### src/rtl/pipe_ctrl_pkg.sv
// Shared definitions for the 3-stage pipeline control unit.
// Contents: control FSM state type, register-index width and the default
// flush length and load-timeout values.
package pipe_ctrl_pkg;

  localparam int unsigned RegIdxW       = 3;
  localparam int unsigned DefFlushLen   = 1;
  localparam int unsigned DefMemTimeout = 16;

  typedef enum logic [1:0] {
    StRun      = 2'd0,
    StLoadWait = 2'd1,
    StFlush    = 2'd2,
    StHalted   = 2'd3
  } ctrl_state_e;

endpackage

### src/rtl/sat_counter.sv
// Saturating up-counter with synchronous clear.
// Ports: clk, rst_n (async active-low), inc (count enable), clr (clear,
// wins over inc), cnt (current value, sticks at all-ones).
module sat_counter #(
  parameter int unsigned CNT_W = 16
) (
  input  logic             clk,
  input  logic             rst_n,
  input  logic             inc,
  input  logic             clr,
  output logic [CNT_W-1:0] cnt
);

  logic [CNT_W-1:0] cnt_q, cnt_d;

  always_comb begin
    cnt_d = cnt_q;
    if (clr) begin
      cnt_d = '0;
    end else if (inc && (cnt_q != '1)) begin
      cnt_d = cnt_q + CNT_W'(1);
    end
  end

  always_ff @(posedge clk or negedge rst_n) begin
    if (!rst_n) begin
      cnt_q <= '0;
    end else begin
      cnt_q <= cnt_d;
    end
  end

  assign cnt = cnt_q;

endmodule

### src/rtl/pipe_hazard_ctrl.sv
// Hazard / stall / flush controller for the fetch -> r1 -> r2 pipeline.
// Inputs:  r1 operand indices and use bits, r2 destination and load/branch/
//          halt bits, data-memory read-valid, resume pulse, stats clear.
// Outputs: fetch_stall, r1_stall, r1_flush, r2_hold, r2_pc_flush (all
//          combinational from state + inputs), halted, sticky mem_err and
//          saturating stall/flush statistics.
module pipe_hazard_ctrl
  import pipe_ctrl_pkg::*;
#(
  parameter int unsigned FLUSH_LEN   = DefFlushLen,
  parameter int unsigned MEM_TIMEOUT = DefMemTimeout,
  parameter int unsigned CNT_W       = 16
) (
  input  logic               clk,
  input  logic               rst_n,
  input  logic [RegIdxW-1:0] r1_src1,
  input  logic [RegIdxW-1:0] r1_src2,
  input  logic               r1_src1_used,
  input  logic               r1_src2_used,
  input  logic [RegIdxW-1:0] r2_destination,
  input  logic               r2_read,
  input  logic               r2_pc_load,
  input  logic               r2_pc_loadr,
  input  logic               r2_pc_halt,
  input  logic               mem_rd_valid,
  input  logic               resume,
  input  logic               cnt_clr,
  output logic               fetch_stall,
  output logic               r1_stall,
  output logic               r1_flush,
  output logic               r2_hold,
  output logic               r2_pc_flush,
  output logic               halted,
  output logic               mem_err,
  output logic [CNT_W-1:0]   stall_cnt,
  output logic [CNT_W-1:0]   flush_cnt
);

  // The wait counter enters LOAD_WAIT at 1; the cycle in which it would
  // step from MEM_TIMEOUT-1 to MEM_TIMEOUT is the abort cycle.
  localparam logic [7:0] TimeoutLast = 8'(MEM_TIMEOUT - 1);
  localparam logic [2:0] FlushReload = 3'(FLUSH_LEN - 1);

  ctrl_state_e state_q, state_d;
  logic [7:0]  wait_q, wait_d;
  logic [2:0]  fl_q, fl_d;
  logic        mem_err_q, mem_err_d;
  logic        branch, hazard, flush_inc;

  assign branch = r2_pc_load | r2_pc_loadr;
  // Load in r2 whose destination feeds an operand r1 actually reads.
  assign hazard = r2_read &&
                  ((r1_src1_used && (r1_src1 == r2_destination)) ||
                   (r1_src2_used && (r1_src2 == r2_destination)));

  always_comb begin
    state_d     = state_q;
    wait_d      = wait_q;
    fl_d        = fl_q;
    mem_err_d   = mem_err_q;
    flush_inc   = 1'b0;
    fetch_stall = 1'b0;
    r1_stall    = 1'b0;
    r1_flush    = 1'b0;
    r2_hold     = 1'b0;
    r2_pc_flush = 1'b0;
    halted      = 1'b0;

    unique case (state_q)
      StRun: begin
        if (r2_pc_halt) begin
          fetch_stall = 1'b1;
          r1_stall    = 1'b1;
          r2_hold     = 1'b1;
          state_d     = StHalted;
        end else if (r2_read && !mem_rd_valid) begin
          fetch_stall = 1'b1;
          r1_stall    = 1'b1;
          r2_hold     = 1'b1;
          wait_d      = 8'd1;
          state_d     = StLoadWait;
        end else if (branch) begin
          r1_flush    = 1'b1;
          r2_pc_flush = 1'b1;
          flush_inc   = 1'b1;
          if (FLUSH_LEN > 1) begin
            fl_d    = FlushReload;
            state_d = StFlush;
          end
        end else if (hazard) begin
          fetch_stall = 1'b1;
          r1_stall    = 1'b1;
          r2_pc_flush = 1'b1;
        end
      end

      StLoadWait: begin
        // Branch/halt bits still sitting in r2 are left for RUN to act on.
        if (mem_rd_valid) begin
          state_d = StRun;
          if (hazard) begin
            fetch_stall = 1'b1;
            r1_stall    = 1'b1;
            r2_pc_flush = 1'b1;
          end
        end else if (wait_q >= TimeoutLast) begin
          mem_err_d = 1'b1;
          state_d   = StRun;
        end else begin
          fetch_stall = 1'b1;
          r1_stall    = 1'b1;
          r2_hold     = 1'b1;
          wait_d      = wait_q + 8'd1;
        end
      end

      StFlush: begin
        // Halt is deferred to RUN; a fresh branch restarts the flush window.
        r1_flush = 1'b1;
        if (branch) begin
          r2_pc_flush = 1'b1;
          flush_inc   = 1'b1;
          fl_d        = FlushReload;
        end else begin
          fl_d = fl_q - 3'd1;
          if (fl_q <= 3'd1) begin
            state_d = StRun;
          end
        end
      end

      StHalted: begin
        halted      = 1'b1;
        fetch_stall = 1'b1;
        r1_stall    = 1'b1;
        if (resume) begin
          r1_flush    = 1'b1;
          r2_pc_flush = 1'b1;
          state_d     = StRun;
        end else begin
          r2_hold = 1'b1;
        end
      end

      default: state_d = StRun;
    endcase
  end

  always_ff @(posedge clk or negedge rst_n) begin
    if (!rst_n) begin
      state_q   <= StRun;
      wait_q    <= '0;
      fl_q      <= '0;
      mem_err_q <= 1'b0;
    end else begin
      state_q   <= state_d;
      wait_q    <= wait_d;
      fl_q      <= fl_d;
      mem_err_q <= mem_err_d;
    end
  end

  assign mem_err = mem_err_q;

  sat_counter #(
    .CNT_W (CNT_W)
  ) u_stall_cnt (
    .clk   (clk),
    .rst_n (rst_n),
    .inc   (fetch_stall),
    .clr   (cnt_clr),
    .cnt   (stall_cnt)
  );

  sat_counter #(
    .CNT_W (CNT_W)
  ) u_flush_cnt (
    .clk   (clk),
    .rst_n (rst_n),
    .inc   (flush_inc),
    .clr   (cnt_clr),
    .cnt   (flush_cnt)
  );

endmodule

### config.mk
export PLATFORM = sky130hd
export DESIGN_NAME = pipe_hazard_ctrl
export DESIGN_NICKNAME = d
export VERILOG_FILES = /design/src/rtl/pipe_ctrl_pkg.sv /design/src/rtl/sat_counter.sv /design/src/rtl/pipe_hazard_ctrl.sv
export SDC_FILE = /design/constraint.sdc
export NUM_CORES = 1
export LEC_CHECK = 0
export ABC_AREA = 1
export CAP_MARGIN = 15
export CORE_UTILIZATION = 47
export DETAILED_ROUTE_END_ITERATION = 8
export GPL_ROUTABILITY_DRIVEN = 0
export PLACE_DENSITY = 0.84
export SLEW_MARGIN = 20
export SYNTH_ARGS = -nofsm -noshare
export SYNTH_HDL_FRONTEND = slang
export SYNTH_SLANG_ARGS = --single-unit
### constraint.sdc
create_clock -name clk -period 1.75 [get_ports clk]
set_clock_uncertainty 0.15 [all_clocks]
set_input_delay 0.175 -clock clk [delete_from_list [all_inputs] [get_ports clk]]
set_output_delay 0.175 -clock clk [all_outputs]
set_load 0.03 [all_outputs]
==> Word level (Yosys, flattened, before mapping) <==
Cells that the tools add are included.
{ "word_totals": {"register_bits": 46, "in_bits": 20} }
{ "op_classes": {"n_lt_le_gt_ge": 2, "bitwise": 2, "n_reduce_logical": 15, "eq_ne": 16, "n_addsub": 4, "mux": 42} }
{ "op_table": {"columns": ["operator", "n"], "rows": [
  ["16-bit two-way mux", 4],
  ["16-bit by 1-bit adder with 16-bit output (second input constant)", 2],
  ["8-bit two-way mux", 4],
  ["16-bit inequality test (second input constant)", 2],
  ["1-bit two-way mux", 19],
  ["8-bit one-hot mux with 2 select lines", 1],
  ["2-bit two-way mux", 7],
  ["2-bit inequality test (second input constant)", 7],
  ["5-bit AND reduction", 2],
  ["1-bit one-hot mux with 3 select lines", 3],
  ["8-bit by 1-bit adder with 8-bit output (second input constant)", 1],
  ["8-bit by 4-bit >= comparator with 1-bit output (second input constant)", 1],
  ["2-bit one-hot mux with 4 select lines", 1],
  ["3-bit == test", 2],
  ["1-bit logical AND", 6],
  ["3-bit inequality test (second input constant)", 2],
  ["2-bit nonzero test", 3],
  ["2-bit == test (second input constant)", 2],
  ["1-bit one-hot mux with 4 select lines", 1],
  ["3-bit by 1-bit <= comparator with 1-bit output (second input constant)", 1],
  ["3-bit two-way mux", 1],
  ["3-bit AND reduction", 1],
  ["3-bit by 1-bit subtractor with 3-bit output (second input constant)", 1],
  ["2-bit by 1-bit == test with 1-bit output (second input constant)", 1],
  ["other kinds (6)", 6]
]} }

==> Depth between registers and ports, before layout <==
{ "depth": {"word_depth": 12, "depth_mapped": 13, "ltp_nobuf": 13} }

==> Hierarchy <==
A second synthesis with hierarchy kept.
{ "unflattened": {"hier_cells": 439, "area_unflattened_um2": 3066.7} }
{ "modules_own_cells": {"columns": ["mod", "cells_each", "area_each_um2", "instances"], "rows": [
  ["sat_counter at u_flush_cnt", 144, 1037.2, 1],
  ["sat_counter at u_stall_cnt", 145, 1033.5, 1],
  ["pipe_hazard_ctrl", 150, 996.0, 1]
]} }

==> Worst setup path after synthesis <==
No wires, ideal clock.
{ "synth_timing": {"kind": "register to output", "start": "register wait_q[0]", "end": "output port r1_stall", "setup_slack_ns": -0.487, "required_time_ns": 1.425, "path_stages_with_launch": 10, "t_arrival_ns": 1.912, "path_buffers": 1, "cell_sequence": "dfrtp_1 -> ha_1 -> nand2_1 -> nor2_1 -> nor2_1 -> nand2_1 -> nand2_1 -> nor2_1 -> a21oi_1 -> buf_4"} }
{ "synth_via": {"elab_chain_len": 4} }
{ "synth_lines": {"columns": ["element", "line", "source"], "rows": [
  ["start: declaration", "pipe_hazard_ctrl.sv:45", "logic [7:0] wait_q, wait_d;"],
  ["start signal: assignment", "pipe_hazard_ctrl.sv:157", "wait_q <= wait_d;"],
  ["8-bit by 4-bit >= comparator with 1-bit output", "pipe_hazard_ctrl.sv:106", "end else if (wait_q >= TimeoutLast) begin"],
  ["1-bit two-way mux (2 in series)", null, null],
  ["1-bit one-hot mux with 3 select lines", null, null],
  ["end: declaration", "pipe_hazard_ctrl.sv:29", "output logic r1_stall,"]
]} }
Every way passes these cells.

==> Worst setup path in the final report <==
{ "layout_timing": {"start": "register state_q[0]", "end": "output port r2_pc_flush"} }
{ "layout_via": {"elab_chain_len": 2, "word_cells_on_any_way": 5, "cone_classes": "eq/ne: 3; mux: 1; reduce/logical: 1"} }
{ "layout_lines": {"columns": ["element", "line", "source"], "rows": [
  ["start: declaration", "pipe_hazard_ctrl.sv:44", "ctrl_state_e state_q, state_d;"],
  ["start signal: assignment", "pipe_hazard_ctrl.sv:151", "state_q <= StRun;"],
  ["start signal: assignment", "pipe_hazard_ctrl.sv:156", "state_q <= state_d;"],
  ["2-bit == test, or another cell as far along", "pipe_hazard_ctrl.sv:69", "unique case (state_q)"],
  ["1-bit one-hot mux with 4 select lines (*)", "pipe_hazard_ctrl.sv:69", null],
  ["end: declaration", "pipe_hazard_ctrl.sv:32", "output logic r2_pc_flush,"]
]} }
Every way passes the cells marked *; elsewhere a longest branch is shown, timed or not.

==> parameters.txt <==
Parameter                              Value

Die
  Total number of placement rows ... 28
  Die outline width ... 81.2 um
  Vertical die dimension ... 81.2 um
  Standard cell core area ... 5990 um2
  Starting Density ... 0.492
  Number of ports placed on the die boundary ... 59
  Full die area ... 6600 um2

Yosys
  Warning count from the yosys run ... 0
  Count of different cell masters after synthesis ... 30
  Synthesized netlist net count ... 437
  Async S/R FF share, synth ... 1.00
  Count of state elements after synthesis ... 46
  Area fraction of the dominant cell type after synthesis ... 0.390
  Number of synthesized flops with an enable pin ... 0
  Top cells by area in the synthesized netlist ... sky130_fd_sc_hd__dfrtp_1 (39%), sky130_fd_sc_hd__nand2_1 (13%), sky130_fd_sc_hd__nand3_1 (7.5%), sky130_fd_sc_hd__nor2_1 (7.4%), sky130_fd_sc_hd__xor2_1 (5.6%)
  Most frequently used flop master after synthesis ... sky130_fd_sc_hd__dfrtp_1
  Synthesized area divided by synthesized cell count ... 7.16 um2
  Top cell type by total area after synthesis ... sky130_fd_sc_hd__dfrtp_1
  Sequential area share after synthesis ... 0.390
  Leading cell types by count after synthesis ... sky130_fd_sc_hd__nand2_1 (104), sky130_fd_sc_hd__nor2_1 (58), sky130_fd_sc_hd__dfrtp_1 (46)
  Most instantiated library cell after synthesis ... sky130_fd_sc_hd__nand2_1
  Netlist area before placement ... 2950 um2
  Synth Instances ... 412

Timing
  Post-route fraction of the period consumed by the critical path ... 1.22
  Final hold vios ... 0
  Least-Margin Pin Slew ... 0.361 ns
  Accumulated negative setup slack ... -5.49 ns
  Relative max-transition margin ... 0.759
  Crit path setup slack, layout ... -0.390 ns
  Setup-violating endpoint count in the final report ... 33
  Min Clock Period, post-route ... 2.14 ns
  Max Clock Freq ... 0.467 GHz
  Unrepaired setup endpoints after global routing ... true
  Final slew viol count ... 0

Layout
  Filler Cells Inserted ... 425
  Post-route non-filler standard cell count ... 637
  Finished layout cell area ... 4580 um2
  Fraction of layout cells with a size suffix above 1 ... 0.308
  Post-synthesis to final-layout area growth ... 55.1%
  Post-layout net count ... 586
  Final antenna diode count ... 0

Run status
  Run status ... complete, but fails checks
  Violated checks ... setup timing

Route
  Via-per-instance ratio ... 5.36
  Initial DRC count ... 257
  Remaining design rule violation count ... 0
  Remaining antenna violation count after routing ... 0
  Total iterations of the first detailed-routing run ... 5
  Final WL ... 9330 um
  Via Count ... 3415
  DR WL/cell ... 14.6 um

Power
  Cell leakage power ... 2.31 nW
  Power density over the cells ... 1090 nW/um2
  Peak supply drop ... 789 uV

GRT
  Congestion Overflow GR ... 0
  First-pass GRT wire length ... 14600 um
  Number of antenna violations at the first check in global routing ... 0
  Met2 track demand over resource ... 0.512
  Total track usage ... 0.287
  Via count of the first global-routing pass ... 3289
  Global route hottest layer ... met2
  Met3 Use GR ... 0.0494
  Met1 demand-to-capacity share in global routing ... 0.338
  Pin count of the biggest net entering global routing ... 47

Place
  Cell Count Post-Placement ... 613
  Placement Setup Slack ... -0.523 ns
  Post-DP Area ... 4190 um2
  Detailed-placement wirelength estimate ... 6160 um
  Number of port buffers ... 58

Critical path
  Setup slack of the worst register-to-register path ... -0.27 ns
  Classification of the worst setup path ... reg2out
  Worst Path Arrival ... 1.82 ns
  Data required time at the worst endpoint ... 1.42 ns
  Peak fanout along the critical path ... 4
  Sort of element at the end of the critical path ... output port
  Worst setup SP type ... flop

Job
  Max Cap Viol ... 0

CTS
  CTS max path bufs ... 2
  Clock slew at the register clock pins of the worst setup and hold paths ... 0.09 ns
  Maximum level of the CTS H-tree ... 2
  Inserted Clock Buffers ... 5
  Root cell of the clock tree ... sky130_fd_sc_hd__clkbuf_8
  Total number of clock tree sinks ... 46
  Source-to-sink clock delay at the later pin of the worst-skew pair ... 0.31 ns
  CTS tree ... built

Worst hold path
  Path category of the worst min-delay check ... in2async
critical path: stages (launching register included):
cell	delay (ns)
sky130_fd_sc_hd__dfrtp_2	0.46
sky130_fd_sc_hd__nor2_4	0.16
sky130_fd_sc_hd__nand2_1	0.10
sky130_fd_sc_hd__nor2_2	0.13
sky130_fd_sc_hd__inv_1	0.09
sky130_fd_sc_hd__nand2_1	0.08
sky130_fd_sc_hd__nand3_1	0.14
sky130_fd_sc_hd__nand4_1	0.18
sky130_fd_sc_hd__buf_6	0.16
power breakdown:
part           internal, mW  switching [mW]  total (mW)  leakage, nW
logic                  1.36            1.60        2.96         1.66
registers              1.20           0.138        1.34        0.612
clock network         0.283           0.389       0.671       0.0452
total                  2.84            2.13        4.97         2.31
sequential cells by signal, summed over array words and instances, names as in the netlist:
signal	flops
mem_err	1
wait_q	8
fl_q	3
u_stall_cnt.cnt	16
u_flush_cnt.cnt	16
state_q	2
worst paths after layout:
path / endpoint / from / depth (start not counted)
min reg2reg: mem_err$_DFFE_PN0P_ / mem_err$_DFFE_PN0P_ / 2
min in group clk: mem_err$_DFFE_PN0P_ / mem_err$_DFFE_PN0P_ / 2
max reg2reg: state_q[1]$_DFFE_PN0P_ / wait_q[1]$_DFFE_PN0P_ / 13
max in group asynchronous: u_stall_cnt.cnt[0]$_DFFE_PN0P_ / rst_n / 3
max: r2_pc_flush / state_q[0]$_DFFE_PN0P_ / 8
min: wait_q[3]$_DFFE_PN0P_ / rst_n / 3
per-layer routing:
metal	vias up	routed length [um]
li1	1613	-
met1	1644	3820
met2	124	4770
met3	34	463
met4	0	274
met5	-	0
cell type report:
cell class              count  area, um2  area share
well taps                  75       93.8      0.0205
flip-flops and latches     46       1160       0.254
inverters                  48        185      0.0405
clock inverters             2       13.8     0.00301
clock buffers               6       72.6      0.0159
multi-input cells         309       1750       0.381
repair buffers            151       1300       0.285
what timing repair did:
| item | CTS | global route |
|---|---|---|
| hold endpoints to repair | 46 | 0 |
| gates resized for setup | 76 | 23 |
| pin swaps | 4 | 6 |
| hold buffers | 1 | 0 |
| buffers inserted | 9 | 8 |
| endpoints found under the setup margin | 72 | 46 |
layout by cell type (no fill, tap or decap), types with 3 or more instances in the layout:
master and count:
sky130_fd_sc_hd__nand2_1 98, sky130_fd_sc_hd__buf_4 79, sky130_fd_sc_hd__nor2_1 53, sky130_fd_sc_hd__inv_1 40, sky130_fd_sc_hd__nand3_1 38, sky130_fd_sc_hd__dfrtp_1 38
sky130_fd_sc_hd__dlygate4sd2_1 32, sky130_fd_sc_hd__xor2_1 19, sky130_fd_sc_hd__clkdlybuf4s50_1 18, sky130_fd_sc_hd__buf_6 17, sky130_fd_sc_hd__nand2_2 14, sky130_fd_sc_hd__nand4_1 10
sky130_fd_sc_hd__nor3_1 10, sky130_fd_sc_hd__nor2_4 9, sky130_fd_sc_hd__a21oi_1 8, sky130_fd_sc_hd__dfrtp_2 8, sky130_fd_sc_hd__inv_2 6, sky130_fd_sc_hd__nand3_2 6
sky130_fd_sc_hd__o21ai_0 6, sky130_fd_sc_hd__o21ai_1 5, sky130_fd_sc_hd__o31ai_1 5, sky130_fd_sc_hd__clkbuf_8 5, sky130_fd_sc_hd__nand2_4 4, sky130_fd_sc_hd__nor3_2 3
sky130_fd_sc_hd__or2_2 3
kinds of logic after synthesis:
family	synth area share
simple gates	0.390
buf+inv	0.0823
flops	0.390
compound gates	0.0598
xor+xnor	0.0564
fa+ha+maj	0.0212
metrics by stage:
step / hold slack [ns] / power, mW / util
3_5_place_dp: 0.0270 / 3.69 / 0.700
6_report: 0.209 / 4.97 / 0.764
2_1_floorplan: -0.271 / 2.67 / -
5_1_grt: 0.250 / 5.22 / 0.764
4_1_cts: 0.216 / 4.68 / 0.741
3_3_place_gp: 0.0232 / 3.59 / 0.700
No activity file was read; power rests on OpenSTA's default activity.
